<file path="src/rtl/nes_controller.sv">
// Dual NES controller port: per-bit synchronize and debounce of raw buttons,
// then a latch/shift serializer per player emulating the 4021 shift register.
module nes_controller #(
    parameter int unsigned DEBOUNCE_CYCLES = 16
) (
    input  logic       clock,
    input  logic       reset_n,
    input  logic [7:0] btn_p1,
    input  logic [7:0] btn_p2,
    input  logic       ctlr_latch,
    input  logic       ctlr_pulse_p1,
    input  logic       ctlr_pulse_p2,
    output logic       ctlr_data_p1,
    output logic       ctlr_data_p2,
    output logic [7:0] btn_db_p1,
    output logic [7:0] btn_db_p2
);

    localparam logic [15:0] CNT_TC = 16'(DEBOUNCE_CYCLES - 1);

    logic [15:0] raw;
    logic [15:0] sync1_q, sync1_d;
    logic [15:0] sync2_q, sync2_d;
    logic [15:0] db_q, db_d;
    logic [15:0] cnt_q [16];
    logic [15:0] cnt_d [16];
    logic [1:0]  pulse;
    logic [1:0]  pulse_q, pulse_d;
    logic [1:0]  rise;
    logic [7:0]  sr_q [2];
    logic [7:0]  sr_d [2];

    assign raw   = {btn_p2, btn_p1};
    assign pulse = {ctlr_pulse_p2, ctlr_pulse_p1};
    assign rise  = pulse & ~pulse_q;

    always_comb begin
        sync1_d = raw;
        sync2_d = sync1_q;
        db_d    = db_q;
        pulse_d = pulse;
        for (int i = 0; i < 16; i++) begin
            cnt_d[i] = 16'd0;
            if (sync2_q[i] != db_q[i]) begin
                if (cnt_q[i] == CNT_TC) begin
                    db_d[i] = sync2_q[i];
                end else begin
                    cnt_d[i] = cnt_q[i] + 16'd1;
                end
            end
        end
        // Latch has priority over a coincident pulse edge; bit7 fills with 1s
        // so reads past the eighth return "pressed" like an official pad.
        for (int p = 0; p < 2; p++) begin
            sr_d[p] = sr_q[p];
            if (ctlr_latch) begin
                sr_d[p] = db_q[p*8 +: 8];
            end else if (rise[p]) begin
                sr_d[p] = {1'b1, sr_q[p][7:1]};
            end
        end
    end

    always_ff @(posedge clock or negedge reset_n) begin
        if (!reset_n) begin
            sync1_q <= 16'd0;
            sync2_q <= 16'd0;
            db_q    <= 16'd0;
            pulse_q <= 2'b00;
            for (int i = 0; i < 16; i++) begin
                cnt_q[i] <= 16'd0;
            end
            for (int p = 0; p < 2; p++) begin
                sr_q[p] <= 8'd0;
            end
        end else begin
            sync1_q <= sync1_d;
            sync2_q <= sync2_d;
            db_q    <= db_d;
            pulse_q <= pulse_d;
            for (int i = 0; i < 16; i++) begin
                cnt_q[i] <= cnt_d[i];
            end
            for (int p = 0; p < 2; p++) begin
                sr_q[p] <= sr_d[p];
            end
        end
    end

    assign ctlr_data_p1 = ~sr_q[0][0];
    assign ctlr_data_p2 = ~sr_q[1][0];
    assign btn_db_p1    = db_q[7:0];
    assign btn_db_p2    = db_q[15:8];

endmodule
</file>
<file path="config.mk">
export PLATFORM = sky130hd
export DESIGN_NAME = nes_controller
export DESIGN_NICKNAME = d
export VERILOG_FILES = /design/src/rtl/nes_controller.sv
export SDC_FILE = /design/constraint.sdc
export NUM_CORES = 1
export LEC_CHECK = 0
export CAP_MARGIN = 15
export CELL_PAD_IN_SITES_DETAIL_PLACEMENT = 1
export CELL_PAD_IN_SITES_GLOBAL_PLACEMENT = 1
export CORE_ASPECT_RATIO = 1.1
export CORE_MARGIN = 4
export CORE_UTILIZATION = 50
export CTS_CLUSTER_DIAMETER = 60
export DETAILED_ROUTE_END_ITERATION = 8
export HOLD_SLACK_MARGIN = 0.15
export PLACE_DENSITY = 0.92
export SLEW_MARGIN = 40
export SYNTH_ARGS = -nofsm -noshare
export SYNTH_HDL_FRONTEND = slang
export SYNTH_SLANG_ARGS = --single-unit
</file>
<file path="constraint.sdc">
create_clock -name clock -period 4.25 [get_ports clock]
set_input_delay 0.6375 -clock clock [delete_from_list [all_inputs] [get_ports clock]]
set_output_delay 0.6375 -clock clock [all_outputs]
set_load 0.02 [all_outputs]
</file>
== Word-level counts from Yosys, hierarchy flattened ==
Index checks and enable logic that the tools add are counted.

* Register bits after elaboration: 322
* Input bits: 21
* Word-level logic and storage cells: 143
* Output and inout bits: 18

* Mux-type cells: 36
* Reduce and logical (&&, ||, !) cells: 18
* Add/sub/neg operators: 16
* Equality and inequality tests: 32
* Bitwise operators: 4

{| class="wikitable"
|+ Operators with widths
! cell !! count
|-
| 16-bit two-way mux || 32
|-
| 16-bit by 1-bit adder with 16-bit output, second input constant || 16
|-
| 16-bit by 4-bit equality test with 1-bit output, second input constant || 16
|-
| 8-bit two-way mux || 4
|-
| 2-bit AND reduction || 16
|-
| 1-bit inequality test || 16
|-
| 2-bit nonzero test || 2
|-
| 2-bit bitwise AND || 1
|-
| 1-bit NOT || 2
|-
| 2-bit NOT || 1
|}

== Depth between registers and ports, before layout ==
Gate-level depths: netlist of run 1.

* Depth after elaboration: 4
* Mapped depth: 6
* Depth with buffers taken out: 5

== Worst setup path after synthesis of run 1 ==
No wires, ideal clock.

* Kind: flip-flop to flip-flop
* Start: register cnt_q[128] in the netlist's numbering
* End: register cnt_q[134] in the netlist's numbering
* Setup time: 0.132 ns
* Setup slack: 2.608 ns
* Stages on the path, launching flop included: 7
* Data arrival time: 1.510 ns
* Buffers on the path: 1
* Path through: dfrtp_1 > ha_1 > nand3_1 > nand4b_1 > nand2_1 > clkbuf_1 > nor2_1

{| class="wikitable"
|+ RTL lines
! what !! line !! RTL
|-
| start, declared || 25 || <nowiki>logic [15:0] cnt_q [16];</nowiki>
|-
| start signal, assigned by index || 82 || <nowiki>cnt_q[i] <= cnt_d[i];</nowiki>
|}

== Worst setup path in the final report of run 1 ==
* Start: register db_q[3]
* End: output btn_db_p1[3]

{| class="wikitable"
|+ RTL lines
! what !! line !! RTL
|-
| start, declared || 24 || <nowiki>logic [15:0] db_q, db_d;</nowiki>
|-
| start signal, assigned || 68 || <nowiki>db_q <= 16'd0;</nowiki>
|-
| start signal, assigned || 79 || <nowiki>db_q <= db_d;</nowiki>
|-
| end, declared || 15 || <nowiki>output logic [7:0] btn_db_p1,</nowiki>
|}

No word-level cell between the ends.

==> metrics.txt, run 1 <==
ant diodes=0; Power Dens Cells=395 mW/mm²; hold path startpoint=sync1_q[15]; Residual DRC=0; final hold slack=347 ps; final worst-path cycle share=~55%; GR Util All Layers=approximately a quarter; IO Pins=39; FMAX=0.424 GHz; crit-path cells=clkdlybuf4s50_1; share of layout cells above drive strength 1=5.35%; status=complete, no violations; CP max FO=4; Max Cap Viol=0; Remaining Overflow, GRT=0; Crit path largest cell delay=670 ps; DIE WIDTH=between 150 and 200 µm; final hold violations=0; final setup fails=0; Vias=~11000; Clock Tree Buf Depth=3; DRT Wirelength=38.3 mm; Worst EP required=3610 ps; Finished Cell Area=0.0166 mm²; EDFF count, synth=0; Synth warnings=0; vias per cell=6.00; flops & latches, synth=322; ys async rst share=100%; Relative slew margins=approximately 57%; TritonRoute pass-1 iters=5; Worst-path clk slew=60 ps; Setup crit start=db_q[3]; detailed placement HPWL=around 23 mm; VDD IR max=0.361 mV; Area contributors post-synth=dfrtp_1, xnor2_1, nor2_1, nor4_1, xor2_1; met3 Use GR=under 10%; crit path DAT=approximately 1700 ps; ys flop type=dfrtp_1; Global Route met2 Usage=44.1%; clk root buf=clkbuf_16; first-pass GRT wire length=64.3 mm; clk_lat worst skew=540 ps; number of placement rows=65; CTS sink count=322; critical path endpoint category=primary output; unrepaired setup endpoints after global routing=no; die height=187 µm; CP Class=reg -> out; Synth-to-Final Area Change=14.0%; vias in the first global route=around 12000; postcts setup bufs=0; Mean Syn Cell Area=approximately 10 µm²; Leak=6.81 nW; Largest delay share family, worst path=buffers and inverters; pin count of the biggest net entering global routing=61; slowest CP cell=clkdlybuf4s50_1; gp weighted congestion=between 0.8 and 0.9; TritonCTS buffer count=36; worst min-delay path class=reg -> reg; port bufs=38; Worst Path Buf+Inv=1; Die Area=0.0319 mm²; Syn Nets=1452; most frequent cell after synthesis=dfrtp_1; crit path launch type=register; Mapped Area=0.0146 mm²; cells after synthesis=roughly 1400; Post-DRT Antenna Nets=0; Post-Place Setup Slack=about 2200 ps; Post-DP Area=0.0154 mm²; Synth top area share=between 50% and 60%; routed length per placed instance=20.6 µm; Sum Neg Setup Slack=0 ps; commonest cells in the netlist=dfrtp_1, nor2_1, xnor2_1; slew at the pin with the worst max-slew slack=between 600 and 700 ps; placed cell count=1800; Synth cell types=29; non-filler cells, final=around 1900; Initial Util=50.7%; CTS tree=yes; busiest grt layer=met2; final worst slack=~1900 ps; core area=approximately 0.029 mm²; Synth area leader=dfrtp_1; initial antenna violation count=1; Max Slew Vio Count=0; Initial DRC Count=649; Final Net Count=1508; Layout Skew=23.4 ps; sequential fraction of the synthesis area=55.3%; post-route minimum period=roughly 2400 ps; Reg-to-Reg Start=cnt_q[96]; number of H-tree levels=2; met1 usage=between 30% and 40%
==> per-layer routing <==
| metal | wire [µm] | part of all wire (%) | vias up |
|---|---|---|---|
| li1 | - | - | 5032 |
| met4 | 1190 | 3.1 | 2 |
| met2 | 20500 | 54 | 269 |
| met1 | 15200 | 40 | 5762 |
| met5 | 13 | 0.034 | - |
| met3 | 1400 | 3.7 | 113 |
==> path summary, 6_finish.rpt <==
path / depth (start not counted) / to / slack, ps
max in group asynchronous: 4 / cnt_q[84] / 2590
max reg2reg: 5 / cnt_q[101] / 2170
min reg2reg: 0 / sync2_q[15] / 350
min: 0 / sync2_q[15] / 350
max: 1 / btn_db_p1[3] / 1890
min in group asynchronous: 2 / cnt_q[120] / 670
==> per-stage QoR <==
step | total power, mW | util [%]
final | 6.56 | 57.8
after global routing | 6.79 | 57.8
after CTS | 6.62 | 57.8
after detailed placement | 3.45 | 53.7
after global placement | 3.43 | 53.6
after floorplan | 3.31 | -
==> logic make-up after synthesis <==
logic type | share of synthesized area [%]
fa+ha+maj | 1.37
mux | 2.20
xor+xnor | 14.0
flops | 55.3
simple gates | 24.3
compound gates | 1.12
buf+inv | 1.62
==> placed cells by master, fill, tap and decap left out, types with 2 or more instances in the layout <==
cell type and n:
clkbuf_8 4, nand4_1 77, clkbuf_1 9, o21ai_0 16, clkinvlp_4 2, o31ai_1 5, and3_1 26, bufinv_16 4
clkdlybuf4s50_1 36, xnor2_1 174, buf_12 3, or4_1 5, buf_4 2, inv_1 36, mux2_2 15, nand4b_1 6
nand3_2 3, nor2b_1 2, mux2i_1 14, nor4_1 101, and4_1 9, xor2_1 59, dfrtp_1 322, a21oi_1 9
clkinv_2 3, inv_6 2, ha_1 16, nand4_2 2, nand3_1 69, nor2_1 264, clkbuf_16 37, or3_1 8
nand2b_1 2, nor3_1 60, nand2_1 85
==> power by group <==
part	internal, mW	total (mW)	switching [mW]	leakage, nW
registers	3.12	3.18	0.0593	4.38
logic	0.0728	0.223	0.151	1.86
clock network	1.91	3.16	1.25	0.573
total	5.11	6.56	1.46	6.81
==> registers in the layout (all words and copies together), names as in the netlist <==
signal / count
cnt_q: 256
pulse_q: 2
sync1_q: 16
sr_q: 16
db_q: 16
sync2_q: 16
==> layout make-up <==
type / count / area (µm²)
clock buffer: 50 / 1010
multi-input combinational: 1030 / 6270
tap: 368 / 460
inverter: 36 / 135
clock inverter: 11 / 168
sequential: 322 / 8060
timing repair buffer: 45 / 493
fill: 3052 / 12100
==> timing repair <==
item | CTS | global route
hold endpoints to repair | 56 | 0
gates resized for setup | 0 | 0
hold buffers | 1 | 0
No activity file was read; power rests on OpenSTA's default activity.
==> run 2: changes to the inputs <==
CORE_UTILIZATION = 49   (was 50)
PLACE_DENSITY = 0.9   (was 0.92)
clock period = 2.38 ns   (was 4.25 ns; I/O delays follow)
==> metrics.txt, run 2 (synthesis results as in run 1) <==
detailed placement HPWL=22.9 mm (-2.4%); die height=189 µm (+0.97%); final hold violations=0 (unchanged); GR Util All Layers=23.0% (-1.5 points); Initial DRC Count=518 (-20%); Finished Cell Area=0.0167 mm² (+0.63%); CP max FO=4 (unchanged); number of placement rows=65 (unchanged); status=complete, no violations; Worst EP required=2020 ps (-1590 ps); slew at the pin with the worst max-slew slack=616 ps (-25.1 ps); Post-DP Area=0.0154 mm² (+0.26%); Sum Neg Setup Slack=0 ps (unchanged); worst min-delay path class=in -> reg; number of H-tree levels=2 (unchanged); FMAX=0.486 GHz; vias in the first global route=12200 (-0.23%); Vias=10900 (-2.6%); crit path launch type=register; Residual DRC=0 (unchanged); IO Pins=39 (unchanged); final setup fails=0 (unchanged); Worst-path clk slew=60 ps (about the same); post-route minimum period=just over 2000 ps; initial antenna violation count=0 (-1); first-pass GRT wire length=62.0 mm (-3.7%); most frequent cells in the layout=dfrtp_1, nor2_1, xnor2_1, nor4_1, nand2_1; Remaining Overflow, GRT=0 (unchanged); core area=0.0290 mm² (+1.1%); routed length per placed instance=19.4 µm (-5.6%); Relative slew margins=58.9% (+1.7 points); unrepaired setup endpoints after global routing=no; Power Dens Cells=712 mW/mm² (+80%); postcts setup bufs=0 (unchanged); Initial Util=50.2% (-0.57 points); Crit path largest cell delay=710 ps (+40 ps); crit-path cells=clkdlybuf4s50_1; Finished Core Util=57.5% (-0.29 points); TritonCTS buffer count=37 (+2.8%); DRT Wirelength=36.3 mm (-5.3%); Top reg by flops=cnt_q; crit path DAT=1700 ps (-20 ps); clk_lat worst skew=530 ps (about the same); critical path endpoint category=primary output; Worst Path Buf+Inv=1 (unchanged); DIE WIDTH=172 µm (+0.97%); Post-DRT Antenna Nets=0 (unchanged); CTS tree=yes; CTS sink count=322 (unchanged); non-filler cells, final=1869 (+0.38%); ant diodes=0 (unchanged); max reg flops=256 (unchanged); Synth-to-Final Area Change=14.7%; Leak=6.86 nW (+0.82%); Clock Tree Buf Depth=3 (unchanged); gp weighted congestion=0.825 (-0.85%); Layout Skew=20.6 ps (-2.89 ps); port bufs=38 (unchanged); pin count of the biggest net entering global routing=64 (+4.9%); Die Area=0.0325 mm² (+1.9%); slowest CP cell=clkdlybuf4s50_1; VDD IR max=0.442 mV (+22%); fillcell total=3093 (+1.3%); Max Cap Viol=0 (unchanged); final hold slack=271 ps (-75.7 ps); placed cell count=1804 (+0.22%); commonest non-fill, non-tap cell in the layout=dfrtp_1; Final Net Count=1513 (+0.33%); TritonRoute pass-1 iters=4 (-1); share of layout cells above drive strength 1=5.93% (+0.57 points); final worst-path cycle share=86.5%; Largest delay share family, worst path=buffers and inverters; Max Slew Vio Count=0 (unchanged); CP Class=reg -> out; clk root buf=clkbuf_16; vias per cell=5.83 (-2.9%)
==> run 2: area by class of cell <==
type	instances	area, µm²	share of cell area [%]
Clock buffer	49	1040	6.24
Sequential cell	322	8060	48.2
Clock inverter	15	205	1.23
Inverter	36	135	0.809
Multi-Input combinational cell	1030	6270	37.5
Tap cell	368	460	2.76
Timing Repair Buffer	49	533	3.19
==> run 2: metal layers <==
metal | vias up | global-route usage (%) | part of all wire [%]
met1 | 5576 | 28.6 | 42
li1 | 5031 | - | -
met3 | 89 | 3.50 | 3.0
met4 | 0 | 7.80 | 2.8
met5 | - | 0 | 0
met2 | 195 | 40.6 | 52
==> run 2: worst paths after layout <==
path	startpoint	to	slack, ps	depth (start not counted)
setup / recovery	db_q[9]	btn_db_p2[1]	320	1
hold / removal	btn_p2[3]	sync1_q[11]	270	1
setup reg to reg	cnt_q[16]	cnt_q[27]	420	5
hold reg to reg	sync1_q[8]	sync2_q[8]	340	0
max in group asynchronous	reset_n	cnt_q[228]	1170	3
min in group asynchronous	reset_n	sync1_q[15]	400	2
==> run 2: timing repair <==
item / in CTS / in global routing
hold endpoints to repair: 55 / 0
hold buffers: 1 / 0
gates resized for setup: 0 / 0
==> run 2: per-stage QoR <==
stage	power [mW]	worst slack, ps
6_report	11.9	321
5_1_grt	12.3	242
4_1_cts	12.0	315
3_5_place_dp	6.17	482
3_3_place_gp	6.14	638
2_1_floorplan	5.92	738
==> run 2: power breakdown <==
group	internal, mW	total, mW	switching [mW]
sequential	5.58	5.68	0.103
combinational	0.133	0.398	0.265
clock	3.53	5.82	2.29
==> run 3: changes to the inputs <==
GPL_TIMING_DRIVEN = 0   (was default)
SLEW_MARGIN = 10   (was 40)
==> metrics.txt, run 3 (synthesis results as in run 1) <==
Top reg by flops=cnt_q; routed length per placed instance=18.6 µm (-4.4%); FMAX=0.463 GHz (-4.7%); Relative slew margins=48.7% (-10 points); post-route minimum period=2160 ps (+101 ps); Leak=6.79 nW (-1.0%); Total Power=11.6 mW (-2.6%); ant diodes=0 (unchanged); vias per cell=5.76 (-1.2%); number of H-tree levels=2 (unchanged); final setup fails=0 (unchanged); Synth-to-Final Area Change=14.2%; clk root buf=clkbuf_16; number of placement rows=65 (unchanged); pin count of the biggest net entering global routing=114 (+78%); Initial Util=50.2% (unchanged); critical path endpoint category=register; Final Net Count=1530 (+1.1%); Post-Place Setup Slack=230 ps (-252 ps); Max Slew Vio Count=0 (unchanged); DIE WIDTH=172 µm (unchanged); final hold slack=286 ps (+15.4 ps); post-CTS sizing=0 (unchanged); final worst-path cycle share=90.7% (+4.2 points); crit path DAT=2530 ps (+830 ps); core area=0.0290 mm² (unchanged); VDD IR max=0.552 mV (+25%); IO Pins=39 (unchanged); CP max FO=10 (+6); TritonRoute pass-1 iters=5 (+1); postcts setup bufs=0 (unchanged); Initial DRC Count=679 (+31%); gp weighted congestion=0.845 (+2.4%); CP Class=reg -> reg; vias in the first global route=12100 (-1.1%); Remaining Overflow, GRT=0 (unchanged); first-pass GRT wire length=60.4 mm (-2.5%); crit path launch type=register; commonest non-fill, non-tap cell in the layout=dfrtp_1; final hold violations=0 (unchanged); worst min-delay path class=in -> reg; Vias=10800 (-0.60%); most frequent cells in the layout=dfrtp_1, nor2_1, xnor2_1, nor4_1, nand2_1; Worst EP required=2750 ps (+730 ps); unrepaired setup endpoints after global routing=no; Reg-to-Reg Start=cnt_q[128]; TritonCTS buffer count=36 (-2.7%); slew at the pin with the worst max-slew slack=769 ps (+153 ps); DRT Wirelength=34.9 mm (-3.8%); Worst-path clk slew=60 ps (about the same); CTS tree=yes; Clock Tree Buf Depth=3 (unchanged); Max Cap Viol=0 (unchanged); max reg flops=256 (unchanged); Power Dens Cells=697 mW/mm² (-2.2%); share of layout cells above drive strength 1=4.89% (-1.0 points); Residual DRC=0 (unchanged); detailed placement HPWL=22.9 mm (-0.18%); clk_lat worst skew=510 ps (-20 ps); die height=189 µm (unchanged); hold path startpoint=btn_p1[4]; Setup crit start=cnt_q[128]; initial antenna violation count=0 (unchanged); Die Area=0.0325 mm² (unchanged); status=complete, no violations; final worst slack=221 ps (-101 ps); CTS sink count=322 (unchanged); GR Util All Layers=22.3% (-0.74 points); port bufs=38 (unchanged); Sum Neg Setup Slack=0 ps (unchanged); Post-DRT Antenna Nets=0 (unchanged); Layout Skew=14.5 ps (-6.01 ps)
-- run 3: what timing repair did --
item | in CTS | in global routing
hold endpoints to repair | 101 | 0
hold buffers | 1 | 0
setup endpoints to repair | 0 | 10
-- run 3: worst max-delay path, stage by stage, from the launching register on --
cell      delay, ps
dfrtp_1         420
ha_1            220
nand3_1         280
nand4b_1        360
nand2_1         220
clkbuf_1        410
nor2_1          110
-- run 3: metrics by stage --
step           utilization [%]  std cells  instance area, µm²
2_1_floorplan                -       1415               14600
3_3_place_gp              53.0       1821               15400
3_5_place_dp              53.3       1823               15500
4_1_cts                   57.3       1881               16600
5_1_grt                   57.3       1880               16600
6_report                  57.3       1880               16600
-- run 3: worst paths after layout --
kind,endpoint,slack (ps),depth (start not counted)
max,cnt_q[140],220,6
min,sync1_q[4],290,1
max reg2reg,cnt_q[140],220,6
min reg2reg,sync2_q[15],340,0
max in group asynchronous,cnt_q[217],360,4
min in group asynchronous,sync2_q[15],490,2
-- run 3: metal layers --
layer  wire length [µm]  GRT usage, %  vias up
met1              14500          27.7     5527
met3                999          2.92       65
met4                912          5.81        0
met2              18500          40.5      170
met5                  0             0        -
li1                   -             -     5064
-- run 3: cell type report --
cell class	instances	area, µm²
Fill cell	3137	12400
Inverter	36	135
Sequential cell	322	8060
Buffer	26	97.6
Multi-Input combinational cell	1030	6270
Clock buffer	46	990
Clock inverter	11	165
Timing Repair Buffer	41	450
Tap cell	368	460
-- run 3: where the power goes --
| part | internal, mW | switching (mW) |
|---|---|---|
| clock | 3.35 | 2.17 |
| combinational | 0.129 | 0.268 |
| sequential | 5.58 | 0.0950 |
